**src/rtl/warmboot_ctrl_if.sv**
```systemverilog
// Boot request and SB_WARMBOOT select/trigger bundle between bootloader, controller and primitive.
interface warmboot_ctrl_if;
  logic       boot_req;
  logic [1:0] boot_sel;
  logic       wb_s1;
  logic       wb_s0;
  logic       wb_boot;
  logic       busy;

  modport master (
    output boot_req, boot_sel,
    input  wb_s1, wb_s0, wb_boot, busy
  );

  modport slave (
    input  boot_req, boot_sel,
    output wb_s1, wb_s0, wb_boot, busy
  );
endinterface

```
**src/rtl/warmboot_ctrl.sv**
```systemverilog
// Warm-boot controller: debounced keys + software request -> SB_WARMBOOT image select and trigger.
// Optional LED blink code of the chosen image is compiled in with WARMBOOT_INDICATE_EN.
module warmboot_ctrl #(
  parameter int unsigned NUM_KEYS          = 1,
  parameter int unsigned DEBOUNCE_CYCLES   = 120000,
  parameter int unsigned LONG_PRESS_CYCLES = 24000000,
  parameter int unsigned BLINK_CYCLES      = 1200000
) (
  input  logic                clk,
  input  logic                reset,
  input  logic [NUM_KEYS-1:0] key,
  input  logic                led_in,
  output logic                led,
  warmboot_ctrl_if.slave      wb_if
);

  localparam int unsigned DB_W   = $clog2(DEBOUNCE_CYCLES + 1);
  localparam int unsigned HOLD_W = $clog2(LONG_PRESS_CYCLES + 1);

  localparam logic [DB_W-1:0]   DB_LAST   = DB_W'(DEBOUNCE_CYCLES - 1);
  localparam logic [HOLD_W-1:0] HOLD_LAST = HOLD_W'(LONG_PRESS_CYCLES - 1);
  localparam logic [HOLD_W-1:0] HOLD_MAX  = HOLD_W'(LONG_PRESS_CYCLES);

  localparam logic [1:0] ST_IDLE     = 2'd0;
  localparam logic [1:0] ST_SETUP    = 2'd1;
  localparam logic [1:0] ST_FIRE     = 2'd2;
`ifdef WARMBOOT_INDICATE_EN
  localparam logic [1:0] ST_INDICATE = 2'd3;
`endif

  if (NUM_KEYS < 1 || NUM_KEYS > 4) begin : g_bad_num_keys
    $error("warmboot_ctrl: NUM_KEYS must be 1..4");
  end
  if (DEBOUNCE_CYCLES < 2) begin : g_bad_debounce
    $error("warmboot_ctrl: DEBOUNCE_CYCLES must be >= 2");
  end
  if (LONG_PRESS_CYCLES < 1) begin : g_bad_long_press
    $error("warmboot_ctrl: LONG_PRESS_CYCLES must be >= 1");
  end
  if (BLINK_CYCLES < 1) begin : g_bad_blink
    $error("warmboot_ctrl: BLINK_CYCLES must be >= 1");
  end

  logic [NUM_KEYS-1:0] key_s1;
  logic [NUM_KEYS-1:0] key_s2;
  logic [NUM_KEYS-1:0] deb;
  logic [NUM_KEYS-1:0] deb_d;
  logic [NUM_KEYS-1:0] fall_c;
  logic [HOLD_W-1:0]   hold;
  logic                long_c;
  logic [1:0]          key_img_c;

  logic [1:0] state, state_d;
  logic [1:0] img, img_d;
  logic [1:0] sel_q, sel_d;
  logic       busy_q, busy_d;
  logic       boot_q, boot_d;

  // Two-flop synchroniser on the raw key pins
  always_ff @(posedge clk) begin
    if (reset) begin
      key_s1 <= '0;
      key_s2 <= '0;
    end else begin
      key_s1 <= key;
      key_s2 <= key_s1;
    end
  end

  // Per-key debounce: state flips only after DEBOUNCE_CYCLES differing samples in a row
  for (genvar k = 0; k < int'(NUM_KEYS); k++) begin : g_deb
    logic [DB_W-1:0] cnt;
    logic            deb_q;

    always_ff @(posedge clk) begin
      if (reset) begin
        cnt   <= '0;
        deb_q <= 1'b0;
      end else if (key_s2[k] == deb_q) begin
        cnt <= '0;
      end else if (cnt == DB_LAST) begin
        cnt   <= '0;
        deb_q <= key_s2[k];
      end else begin
        cnt <= cnt + DB_W'(1);
      end
    end

    assign deb[k] = deb_q;
  end

  always_ff @(posedge clk) begin
    if (reset) deb_d <= '0;
    else       deb_d <= deb;
  end

  assign fall_c = deb_d & ~deb;

  // Hold timer only matters in IDLE; it saturates instead of wrapping
  always_ff @(posedge clk) begin
    if (reset) begin
      hold <= '0;
    end else if (state == ST_IDLE && |deb) begin
      if (hold != HOLD_MAX) hold <= hold + HOLD_W'(1);
    end else begin
      hold <= '0;
    end
  end

  assign long_c = (hold == HOLD_LAST);

  always_comb begin
    logic found;
    found     = 1'b0;
    key_img_c = 2'd0;
    for (int unsigned i = 0; i < NUM_KEYS; i++) begin
      if (fall_c[i] && !found) begin
        found     = 1'b1;
        key_img_c = 2'(i);
      end
    end
  end

`ifdef WARMBOOT_INDICATE_EN
  localparam int unsigned BL_W = $clog2(BLINK_CYCLES + 1);
  localparam logic [BL_W-1:0] BL_LAST = BL_W'(BLINK_CYCLES - 1);

  logic [BL_W-1:0] blink_cnt, blink_cnt_d;
  logic            blink_on, blink_on_d;
  logic [1:0]      blink_left, blink_left_d;
`endif

  always_ff @(posedge clk) begin
    if (reset) begin
      state  <= ST_IDLE;
      img    <= 2'd0;
      sel_q  <= 2'd0;
      busy_q <= 1'b0;
      boot_q <= 1'b0;
`ifdef WARMBOOT_INDICATE_EN
      blink_cnt  <= '0;
      blink_on   <= 1'b0;
      blink_left <= 2'd0;
`endif
    end else begin
      state  <= state_d;
      img    <= img_d;
      sel_q  <= sel_d;
      busy_q <= busy_d;
      boot_q <= boot_d;
`ifdef WARMBOOT_INDICATE_EN
      blink_cnt  <= blink_cnt_d;
      blink_on   <= blink_on_d;
      blink_left <= blink_left_d;
`endif
    end
  end

  // Request arbitration and boot sequencing; S bits are set one state before BOOT
  always_comb begin
    state_d = state;
    img_d   = img;
    sel_d   = sel_q;
    busy_d  = busy_q;
    boot_d  = boot_q;
`ifdef WARMBOOT_INDICATE_EN
    blink_cnt_d  = blink_cnt;
    blink_on_d   = blink_on;
    blink_left_d = blink_left;
`endif
    case (state)
      ST_IDLE: begin
        if (wb_if.boot_req) begin
          img_d   = wb_if.boot_sel;
          state_d = ST_SETUP;
        end else if (long_c) begin
          img_d   = 2'd0;
          state_d = ST_SETUP;
        end else if (|fall_c) begin
          img_d   = key_img_c;
          state_d = ST_SETUP;
        end
      end
      ST_SETUP: begin
        sel_d  = img;
        busy_d = 1'b1;
`ifdef WARMBOOT_INDICATE_EN
        blink_cnt_d  = '0;
        blink_on_d   = 1'b1;
        blink_left_d = img;
        state_d      = ST_INDICATE;
`else
        state_d = ST_FIRE;
`endif
      end
`ifdef WARMBOOT_INDICATE_EN
      ST_INDICATE: begin
        if (blink_cnt == BL_LAST) begin
          blink_cnt_d = '0;
          if (blink_on) begin
            blink_on_d = 1'b0;
          end else if (blink_left == 2'd0) begin
            state_d = ST_FIRE;
          end else begin
            blink_left_d = blink_left - 2'd1;
            blink_on_d   = 1'b1;
          end
        end else begin
          blink_cnt_d = blink_cnt + BL_W'(1);
        end
      end
`endif
      ST_FIRE: begin
        boot_d = 1'b1;
      end
      default: begin
        state_d = ST_IDLE;
      end
    endcase
  end

  always_comb begin
    led = led_in;
    case (state)
      ST_FIRE:     led = 1'b1;
`ifdef WARMBOOT_INDICATE_EN
      ST_INDICATE: led = blink_on;
`endif
      default:     led = led_in;
    endcase
  end

  assign wb_if.wb_s1   = sel_q[1];
  assign wb_if.wb_s0   = sel_q[0];
  assign wb_if.wb_boot = boot_q;
  assign wb_if.busy    = busy_q;

endmodule

```
**src/flat_wrapper.sv**
```systemverilog
// flat-port wrapper written by rule: the top's interface ports become plain ports
module warmboot_ctrl_flat 
#(
  parameter int unsigned NUM_KEYS          = 1,
  parameter int unsigned DEBOUNCE_CYCLES   = 120000,
  parameter int unsigned LONG_PRESS_CYCLES = 24000000,
  parameter int unsigned BLINK_CYCLES      = 1200000
)
  (clk, reset, key, led_in, led, wb_if_boot_req, wb_if_boot_sel, wb_if_wb_s1, wb_if_wb_s0, wb_if_wb_boot, wb_if_busy);
  warmboot_ctrl_if wb_if_i ();
  input  logic clk;
  input  logic reset;
  input  logic [NUM_KEYS-1:0] key;
  input  logic led_in;
  output logic led;
  input wire logic [$bits(wb_if_i.boot_req)-1:0] wb_if_boot_req;
  input wire logic [$bits(wb_if_i.boot_sel)-1:0] wb_if_boot_sel;
  output wire logic [$bits(wb_if_i.wb_s1)-1:0] wb_if_wb_s1;
  output wire logic [$bits(wb_if_i.wb_s0)-1:0] wb_if_wb_s0;
  output wire logic [$bits(wb_if_i.wb_boot)-1:0] wb_if_wb_boot;
  output wire logic [$bits(wb_if_i.busy)-1:0] wb_if_busy;
  assign wb_if_i.boot_req = wb_if_boot_req;
  assign wb_if_i.boot_sel = wb_if_boot_sel;
  assign wb_if_wb_s1 = wb_if_i.wb_s1;
  assign wb_if_wb_s0 = wb_if_i.wb_s0;
  assign wb_if_wb_boot = wb_if_i.wb_boot;
  assign wb_if_busy = wb_if_i.busy;
  warmboot_ctrl #(.NUM_KEYS(NUM_KEYS), .DEBOUNCE_CYCLES(DEBOUNCE_CYCLES), .LONG_PRESS_CYCLES(LONG_PRESS_CYCLES), .BLINK_CYCLES(BLINK_CYCLES)) u_core (.clk(clk), .reset(reset), .key(key), .led_in(led_in), .led(led), .wb_if(wb_if_i));
endmodule
```
**config.mk**
```make
export PLATFORM = sky130hd
export DESIGN_NAME = warmboot_ctrl_flat
export DESIGN_NICKNAME = d
export VERILOG_FILES = /design/src/rtl/warmboot_ctrl_if.sv /design/src/rtl/warmboot_ctrl.sv /design/src/flat_wrapper.sv
export SDC_FILE = /design/constraint.sdc
export NUM_CORES = 1
export LEC_CHECK = 0
export ABC_AREA = 1
export CAP_MARGIN = 20
export CORE_AREA = 5 5 73 75
export CTS_BUF_LIST = sky130_fd_sc_hd__clkbuf_8
export DETAILED_ROUTE_END_ITERATION = 16
export DIE_AREA = 0 0 78 80
export PLACE_DENSITY = 0.81
export SETUP_SLACK_MARGIN = 0.02
export SYNTH_ARGS = -nofsm -noshare
export SYNTH_HDL_FRONTEND = slang
export SYNTH_SLANG_ARGS = --single-unit
```
**constraint.sdc**
```tcl
create_clock -name clk -period 4.2 [get_ports clk]
set_input_delay 0.42 -clock clk [delete_from_list [all_inputs] [get_ports clk]]
set_output_delay 0.42 -clock clk [all_outputs]
set_load 0.01 [all_outputs]
```
# ---- After elaboration in Yosys (flattened, before gate mapping)
# Index checks and enable logic that the tools add are counted.
dict set report totals {
  elab_cells 41
  reg_bits 54
  out_inout_bits 5
}
dict set report op_classes {
  bitwise 5
  n_eq_ne 7
  reduce_logical 8
  n_addsub 2
  n_mux 8
}
# op n
set op_table {}
lappend op_table {{$add 25x1->25 const B} 1}
lappend op_table {{$eq 25x25->1 const B} 1}
lappend op_table {{$ne 25x25->1 const B} 1}
lappend op_table {{$add 17x1->17 const B} 1}
lappend op_table {{$eq 17x17->1 const B} 1}
lappend op_table {{$mux 2} 6}
lappend op_table {{$pmux 2 s3} 1}
lappend op_table {{$reduce_and 2->1} 3}
lappend op_table {{$ne 4x2->1 const B} 1}
lappend op_table {{$not 1->1} 4}
lappend op_table {{$reduce_bool 3->1} 1}
lappend op_table {{$reduce_or 3->1} 1}
lappend op_table {{$eq 2x1->1 const B} 1}
lappend op_table {{$eq 2x2->1 const B} 1}
lappend op_table {{$logic_not 2->1} 1}
lappend op_table {{$reduce_or 2->1} 1}
lappend op_table {{$and 1x1->1} 1}
lappend op_table {{$eq 1x1->1} 1}
lappend op_table {{$logic_and 1x1->1} 1}
lappend op_table {{$mux 1} 1}

# ---- Depth between registers and ports, before layout
# Gate-level depths: netlist of the first run.
dict set report logic_depth {
  depth_word 6
  depth_mapped 10
  depth_no_buf 10
}

# ---- Worst setup path before layout of the first run
# No wires, ideal clock.
dict set report synth_path {
  path_type {reg2reg}
  start {register u_core.g_deb[0].cnt[0]}
  end {register u_core.g_deb[0].cnt[13]}
  stages_incl_launch_ff 10
  slack_ns 2.770
  required_ns 4.086
  setup_time_ns 0.114
  arrival_ns 1.316
  n_path_buf 1
  path_cell_list {dfxtp_1 > ha_1 > nand3_2 > nor2_4 > inv_2 > nor2_4 > nand2_2 > nand2_4 > buf_12 > nor2_1}
}
dict set report synth_via {
  elab_chain_len 2
  word_cells_on_any_way 3
}
# item line_no
set synth_rtl {}
lappend synth_rtl {{start, declared} warmboot_ctrl.sv:72} ;# logic [DB_W-1:0] cnt;
lappend synth_rtl {{start signal, assigned} warmboot_ctrl.sv:85} ;# cnt <= cnt + DB_W'(1);
lappend synth_rtl {{branches (longest 2 deep; another with $add 17x1->17)} --}
# Several ways; the timed one is not identified.
# A chain may end at the register's enable or synchronous reset.

# ---- Final worst setup path of the first run
dict set report layout_path {
  start {input led_in}
  end {output led}
}
dict set report layout_via {
  elab_chain_len 1
}
# item line_no
set layout_rtl {}
lappend layout_rtl {{start, declared} flat_wrapper.sv:14} ;# input logic led_in;
lappend layout_rtl {{$mux 1} warmboot_ctrl.sv:224} ;# case (state)
lappend layout_rtl {{end, declared} flat_wrapper.sv:15} ;# output logic led;
# Every way passes these cells.

==> results of run 1 <==
## path summary, 6_finish.rpt
check	from	to	slack, ns	cells past startpoint
max reg2reg	u_core.hold[0]$_SDFFE_PP0P_	u_core.hold[18]$_SDFFE_PP0P_	2.53	6
max	led_in	led	2.29	4
min reg2reg	u_core.key_s1$_SDFF_PP0_	u_core.key_s2$_SDFF_PP0_	0.42	2
min	u_core.key_s1$_SDFF_PP0_	u_core.key_s2$_SDFF_PP0_	0.42	2
## worst register-to-register path: cells and delay by family, from the launching register on
| kind | cells | cell delay, ns |
|---|---|---|
| and+or+nand+nor | 5 | 0.95 |
| DFF | 1 | 0.42 |
| adders and majority gates | 1 | 0.22 |
## routing by layer
metal	track usage, %	routed length [um]
met1	20.9	2260
met2	30.3	2360
met3	4.29	218
met4	6.59	87
met5	0	0
## power breakdown
part | leakage [nW] | total [mW] | switching (mW) | internal [mW]
Clock | 0.0447 | 0.302 | 0.181 | 0.121
Combinational | 0.471 | 0.0353 | 0.0180 | 0.0173
Sequential | 0.437 | 0.523 | 0.00396 | 0.519
## kinds of logic after synthesis
family	Yosys count	share of synthesized area, %
AOI/OAI and AO/OA	56	11.3
xor gates and xnor gates	5	1.65
adders and majority gates	3	1.41
buffers and inverters	54	8.44
DFF	54	40.7
and+or+nand+nor	196	36.5
## per-stage QoR
step / hold WS [ns] / area, um^2 / instances
finish: 0.417 / 2890 / 438
global route: 0.438 / 2890 / 438
detailed placement: 0.407 / 2800 / 430
CTS: 0.424 / 2890 / 438
global placement: 0.405 / 2800 / 430
floorplan: 0.388 / 2660 / 368
## registers in the layout, summed over array words and instances, names as in the netlist
signal,cells
u_core.key_s1,1
u_core.key_s2,1
u_core.deb,1
u_core.hold,25
u_core.sel_q,2
u_core.wb_if.busy,1
u_core.img,2
u_core.g_deb.cnt,17
u_core.wb_if.wb_boot,1
u_core.deb_d,1
u_core.state,2
## synth_stat cells (all sizes together)
master	n
nor3b	2
nand4	9
buf	3
dfxtp	54
ha	3
xor2	4
a211oi	1
o21bai	1
o21ai	22
or2	3
nand3	17
nand2	74
xnor2	1
nor2	66
nand3b	4
a21oi	32
inv	51
nor3	21
## area by class of cell
cell class / instances / area, um^2 / area share (%)
Multi-Input combinational cell: 260 / 1350 / 46.6
Sequential cell: 54 / 1080 / 37.4
Inverter: 51 / 191 / 6.61
Timing Repair Buffer: 11 / 110 / 3.80
Clock buffer: 5 / 68.8 / 2.38
Tap cell: 54 / 67.6 / 2.33
Clock inverter: 3 / 25.0 / 0.865
==> impl_metrics.csv, run 1 <==
group,metric,value,unit
run_status,outcome,"completed",
route,route.detailed.drc,0,
timing,grt_setup_unrepaired,"no",
timing,clock_skew,0.0102,ns
yosys,syn_area,2660,um^2
yosys,synth_top_area_cell,"dfxtp_1",
floorplan,die-area,6240,um^2
grt,antenna_found_initial,0,
placement,portBuffers,11,
grt,overflow,0,
worst_setup_path,arrival,1.49,ns
power,p_leak,0.953,nW
worst_setup_path,path_buf_inv,3,
clock_network,cts.repair.resized,0,
clock_network,cts_setup_buffers,0,
route,detail_route.first_pass.iterations,4,
clock_network,cts_buffer_depth,2,
timing,slew_viol_final,0,
placement,post-place-ws,2.13,ns
layout,final_common_cell,"nand2_1",
power,p_total,860,uW
yosys,avgSynthCellArea,7.21,um^2
layout,fin_nets,393,
route,vias_per_cell,5.25,
worst_setup_path,critPathMaxStageDelay,0.52,ns
power,p_per_area,297,nW/um^2
flow_run,max_cap_viol_count,0,
hold_path,worstHoldPathType,"flip-flop to flip-flop",
yosys,ys_warn_count,0,
clock_network,cts_made_buffers,5,
clock_network,cts-root-buf,"clkbuf_8",
clock_network,clock_latency,0.32,ns
timing,timing.final.crit_share,45.4,%
timing,relSlewSlack,77.6,%
clock_network,cts_tree,"built",
timing,max_slew.worst_pin.slew,0.334,ns
timing,finalSetupTns,0,ns
worst_setup_path,worst_setup_path_start_kind,"input port",
layout,mostFrequentLayoutCells,"68 x nand2_1, 54 x nor2_1, 54 x dfxtp_1",
worst_setup_path,cpMostUsedCell,"clkdlybuf4s50_1",
clock_network,htreeDepth,2,
worst_setup_path,cpMaxStageDelayCell,"clkdlybuf4s50_1",
yosys,syn-num-nets,378,
yosys,yosysUniqueCellTypes,32,
timing,hold_violations,0,
route,wl_per_cell,11.2,um
worst_setup_path,crit_family,"buffers and inverters",
worst_setup_path,critPathCaptureType,"output pin",
timing,layout_setup_ws,2.29,ns
grt,grt_pass1_vias,2167,
floorplan,die_w,78,um
yosys,synth_cells,368,
power,peakVddDrop,222,uV
grt,grtUsageTotal,17.5,%
floorplan,pin_count,12,
worst_setup_path,critPathKind,"input port to output pin",
route,vias,2301,
floorplan,rows,25,
timing,fmax,0.524,GHz
placement,dp_hpwl,3640,um
clock_network,clkTransAtPathRegs,0.10,ns
route,drtIter0Drc,184,
grt,grt_pass1_wl,8940,um
yosys,synthTopCellsByArea,"dfxtp_1 41%, nand2_1 9.6%, nor2_1 7.6%",
floorplan,start_util,57.7,%
layout,area.growth.synth_to_final,9.00,%
worst_setup_path,path_max_fanout,1,
timing,setup_viol,0,
yosys,synth_top_area_share,40.7,%
placement,gp_congestion,0.880,
layout,final_util,62.9,%
grt,grt_max_degree,19,
yosys,yosysSeqAreaShare,40.7,%
layout,diodes,0,
layout,drive_above_1_share,11.5,%
floorplan,die_height,80,um
worst_setup_path,required,3.78,ns
route,drtAntennaViolNets,0,
timing,finalCriticalPeriod,1.91,ns
yosys,ys_ff_latch,54,
worst_setup_path,crit_chain,"clkdlybuf4s50_1, inv_1, nand2_1, clkdlybuf4s50_1",
clock_network,cts_sinks,54,
floorplan,core-area,4600,um^2
route,wl,4920,um
clock_network,holdBufCountCts,0,
layout,fillers,391,
No activity file was read; power rests on OpenSTA's default activity.
==> run 2: changes to the inputs <==
Settings changed: CORE_AREA 5 5 73 75 to 5 5 75 77, DIE_AREA 0 0 78 80 to 0 0 80 82, PLACE_DENSITY 0.81 to 0.8.
Clock period 4.2 ns to 1.7 ns, I/O delays scaled along.
==> impl_metrics.csv, run 2 (synthesis results as in run 1) <==
group,metric,value,unit
timing,relSlewSlack,73.0,%
route,detail_route.first_pass.iterations,4,
route,maxUsedRoutingLayer,"met4",
timing,setup_viol,0,
floorplan,start_util,53.7,%
worst_setup_path,reg2reg_depth,8,
clock_network,cts_tree,"built",
timing,max_slew.worst_pin.slew,0.405,ns
worst_setup_path,critPathKind,"flip-flop to output pin",
clock_network,cts_made_buffers,5,
placement,portBuffers,11,
route,drtAntennaViolNets,0,
placement,dp_hpwl,3860,um
layout,area.growth.synth_to_final,13.1,%
worst_setup_path,critPathCaptureType,"output pin",
layout,final_common_cell,"nand2_1",
route,met1_length,2340,um
clock_network,clock_latency,0.31,ns
grt,grt_pass1_wl,9140,um
clock_network,clkTransAtPathRegs,0.10,ns
worst_setup_path,reg2reg_slack,0.19,ns
power,p_per_area,753,nW/um^2
clock_network,cts_sinks,54,
layout,drive_above_1_share,13.9,%
timing,timing.final.crit_share,91.8,%
floorplan,pin_count,12,
grt,grtUsageTotal,17.3,%
clock_network,cts_setup_buffers,0,
layout,largest_reg_flops,25,
timing,fmax,0.640,GHz
route,vias_per_cell,5.10,
timing,grt_setup_unrepaired,"no",
layout,largestRegisters,"u_core.hold: 25 flops, u_core.g_deb.cnt: 17 flops",
worst_setup_path,required,1.53,ns
worst_setup_path,worst_setup_path_start_kind,"flip-flop",
placement,gp_congestion,0.806,
layout,fin_nets,397,
grt,antenna_found_initial,0,
layout,diodes,0,
grt,grt_max_degree,19,
timing,finalSetupTns,0,ns
route,route.detailed.drc,0,
route,wl,5190,um
timing,clock_skew,0.00460,ns
power,p_leak,0.975,nW
worst_setup_path,path_max_fanout,3,
route,wl_per_cell,11.3,um
floorplan,die_height,82,um
hold_path,min_from,"key",
power,peakVddDrop,663,uV
run_status,outcome,"completed",
floorplan,core-area,4940,um^2
timing,slew_viol_final,0,
grt,overflow,0,
placement,post-place-ws,0.0204,ns
floorplan,rows,26,
hold_path,worstHoldPathType,"input port to flip-flop",
route,drtIter0Drc,139,
timing,finalCriticalPeriod,1.56,ns
worst_setup_path,r2r_end,"u_core.g_deb[0].cnt[14]$_SDFF_PP0_",
hold_path,min_to,"u_core.key_s1$_SDFF_PP0_",
hold_path,holdPathStages,3,
layout,mostFrequentLayoutCells,"67 x nand2_1, 54 x nor2_1, 52 x dfxtp_1",
clock_network,htreeDepth,2,
timing,layout_setup_ws,0.139,ns
route,dr_wl_met2,2550,um
route,wl_met3,206,um
layout,top_register,"u_core.hold",
floorplan,die_w,80,um
clock_network,cts_buffer_depth,2,
worst_setup_path,arrival,1.39,ns
flow_run,max_cap_viol_count,0,
grt,grt_pass1_vias,2268,
clock_network,cts-root-buf,"clkbuf_8",
worst_setup_path,rr_startpoint,"u_core.g_deb[0].cnt[1]$_SDFF_PP0_",
timing,hold_violations,0,
clock_network,holdBufCountCts,0,
route,vias,2335,
floorplan,die-area,6560,um^2
## run 2: changes by cell type in the layout (fill, tap and decap cells not counted), sizes merged
| cell | delta |
|---|---|
| inv | -1 |
| buf | +4 |
| bufinv | +1 |
| clkinv | -1 |
| clkinvlp | +1 |
## run 2: routing by layer
metal / GRT usage, % / vias up
li1: - / 1222
met3: 3.51 / 6
met2: 31.1 / 39
met1: 20.1 / 1068
met4: 6.76 / 0
met5: 0 / -
## run 2: worst max-delay path: stages (launching register included)
cell	delay, ns
dfxtp_1	0.38
nand2_1	0.10
nand2_1	0.07
clkdlybuf4s50_1	0.53
## run 2: through the flow
stage	hold WS, ns	power (mW)	util (%)	instance area [um^2]	instances
6_report	0.385	2.26	60.7	3000	458
5_1_grt	0.394	2.34	60.7	3000	458
4_1_cts	0.384	2.27	60.0	2970	458
2_1_floorplan	0.277	1.37	-	2660	368
3_5_place_dp	0.403	1.41	57.6	2850	450
3_3_place_gp	0.391	1.41	57.6	2850	450
## run 2: timing repair
| item | in CTS | in global routing |
|---|---|---|
| resized for setup | 1 | 9 |
| endpoints found under the setup margin | 1 | 25 |
| gates cloned | 0 | 0 |
| endpoints found under the hold margin | 0 | 0 |
## run 2: worst max path at each step
stage | startpoint | endpoint | slack [ns]
after floorplan | u_core.g_deb[0].cnt[0]$_SDFF_PP0_ | u_core.g_deb[0].cnt[13]$_SDFF_PP0_ | 0.27
after global placement | u_core.hold[0]$_SDFFE_PP0P_ | u_core.hold[18]$_SDFFE_PP0P_ | 0.15
after detailed placement | u_core.hold[0]$_SDFFE_PP0P_ | u_core.hold[24]$_SDFFE_PP0P_ | 0.02
after CTS | u_core.hold[0]$_SDFFE_PP0P_ | u_core.img[1]$_SDFFE_PP0P_ | 0.03
after global routing | u_core.hold[1]$_SDFFE_PP0P_ | u_core.img[0]$_SDFFE_PP0P_ | 0.03
final | u_core.state[1]$_SDFFE_PP0P_ | led | 0.14
## run 2: layout make-up
class / count / area (um^2)
flip-flops and latches: 54 / 1090
fillers: 449 / 1940
multi-input cells: 260 / 1380
repair buffers: 15 / 140
clock buffers: 5 / 68.8
inverters: 51 / 191
well taps: 70 / 87.6
clock inverters: 3 / 45.0
## run 2: power by group
group	switching [mW]	internal, mW	total [mW]
registers	0.0101	1.28	1.29
clock network	0.437	0.438	0.876
logic	0.0467	0.0474	0.0941
total	0.494	1.77	2.26
==> run 3: changes to the inputs <==
Settings changed: CORE_AREA 5 5 75 77 to 2 2 72 74, DIE_AREA 0 0 80 82 to 0 0 74 76.
==> impl_metrics.csv, run 3 (synthesis results as in run 1) <==
group,metric,value,unit
layout,final_common_cell,"nand2_1",
layout,largest_reg_flops,25,
power,p_total,2.12,mW
timing,slew_viol_final,0,
power,peakVddDrop,548,uV
floorplan,start_util,54.0,%
route,wl,5160,um
worst_setup_path,required,1.53,ns
layout,multi_input_area,1370,um^2
worst_setup_path,arrival,1.41,ns
route,vias_per_cell,5.05,
timing,grt_setup_unrepaired,"no",
route,wl_per_cell,11.3,um
layout,area.growth.synth_to_final,11.5,%
grt,grtUsageTotal,20.7,%
placement,numPlacedInstances,450,
placement,post-place-ws,0.0894,ns
clock_network,cts-root-buf,"clkbuf_8",
layout,mostFrequentLayoutCells,"68 x nand2_1, 54 x nor2_1, 51 x dfxtp_1",
worst_setup_path,critPathCaptureType,"output pin",
grt,met3_usage,4.23,%
clock_network,htreeDepth,2,
layout,fin_nets,397,
grt,grt_busiest_layer,"met2",
power,p_per_area,714,nW/um^2
timing,layout_setup_ws,0.121,ns
clock_network,cts_sinks,54,
clock_network,holdBufCountCts,0,
grt,use_met2,33.2,%
layout,final-seq-area,1080,um^2
route,detail_route.first_pass.iterations,4,
layout,fillers,444,
clock_network,clock_latency,0.30,ns
worst_setup_path,critPathKind,"flip-flop to output pin",
run_status,outcome,"completed",
floorplan,die_w,74,um
grt,grt_pass1_vias,2267,
timing,fmax,0.633,GHz
route,drtIter0Drc,189,
hold_path,worstHoldPathType,"input port to flip-flop",
placement,portBuffers,11,
floorplan,pin_count,12,
floorplan,rows,26,
timing,hold_violations,0,
layout,top_register,"u_core.hold",
placement,gp_congestion,0.853,
clock_network,cts_made_buffers,5,
grt,use_met1,27.2,%
flow_run,max_cap_viol_count,0,
floorplan,die-area,5620,um^2
floorplan,core-area,4910,um^2
grt,grt_pass1_wl,9490,um
grt,antenna_found_initial,0,
route,vias,2311,
floorplan,die_height,76,um
grt,grt_max_degree,19,
placement,dp_hpwl,3730,um
route,drtAntennaViolNets,0,
clock_network,cts_tree,"built",
timing,timing.final.crit_share,92.9,%
timing,finalSetupTns,0,ns
clock_network,cts_buffer_depth,2,
timing,clock_skew,0.00363,ns
route,route.detailed.drc,0,
power,p_leak,0.980,nW
timing,setup_viol,0,
timing,max_slew.worst_pin.slew,0.429,ns
layout,largestRegisters,"u_core.hold: 25 flops, u_core.g_deb.cnt: 17 flops",
layout,layout.cells.non_filler,458,
timing,finalCriticalPeriod,1.58,ns
grt,overflow,0,
clock_network,clkTransAtPathRegs,0.09,ns
worst_setup_path,path_max_fanout,3,
layout,diodes,0,
timing,relSlewSlack,71.4,%
layout,drive_above_1_share,13.4,%
worst_setup_path,worst_setup_path_start_kind,"flip-flop",
-- run 3: cell types whose count changed in the layout (fill, tap and decap cells not counted), sizes merged --
cell,delta
bufinv,-1
clkbuf,+1
clkinv,+1
clkinvlp,-2
inv,+1
-- run 3: metal layers --
metal  routed length, um  vias up
met1                2470     1054
met5                   0        -
met4                  61        0
li1                    -     1220
met3                 171        4
met2                2450       33
-- run 3: what timing repair did --
action	CTS	global route
buffers inserted	0	0
resized for setup	0	6
endpoints found under the setup margin	0	21
-- run 3: worst paths after layout --
path	start	endpoint	slack, ns	depth (start not counted)
worst max register to register	u_core.hold[0]$_SDFFE_PP0P_	u_core.hold[18]$_SDFFE_PP0P_	0.13	6
worst min-delay path	key	u_core.key_s1$_SDFF_PP0_	0.37	3
worst min register to register	u_core.key_s1$_SDFF_PP0_	u_core.key_s2$_SDFF_PP0_	0.41	2
worst max-delay path	u_core.state[1]$_SDFFE_PP0P_	led	0.12	3
-- run 3: worst max-delay path, stage by stage, from the launching register on --
cell and delay (ns):
dfxtp_1 0.39, nand2_1 0.10, nand2_1 0.07, clkdlybuf4s50_1 0.54
-- run 3: cell type report --
cell class | instances | area share [%]
clock buffers | 6 | 2.79
flip-flops and latches | 54 | 36.6
clock inverters | 2 | 0.296
well taps | 70 | 2.96
multi-input cells | 260 | 46.1
inverters | 51 | 6.46
repair buffers | 15 | 4.73
-- run 3: power breakdown --
part | leakage, nW | internal [mW] | switching, mW | total [mW]
sequential | 0.438 | 1.28 | 0.0105 | 1.29
combinational | 0.489 | 0.0464 | 0.0452 | 0.0916
clock | 0.0524 | 0.324 | 0.408 | 0.732
total | 0.980 | 1.65 | 0.464 | 2.12
-- run 3: metrics by stage --
stage | util [%] | instance area (um^2) | hold slack [ns]
3_5_place_dp | 58.0 | 2850 | 0.395
5_1_grt | 60.3 | 2960 | 0.406
3_3_place_gp | 58.0 | 2850 | 0.391
2_1_floorplan | - | 2660 | 0.277
6_report | 60.3 | 2960 | 0.375
4_1_cts | 59.9 | 2940 | 0.370
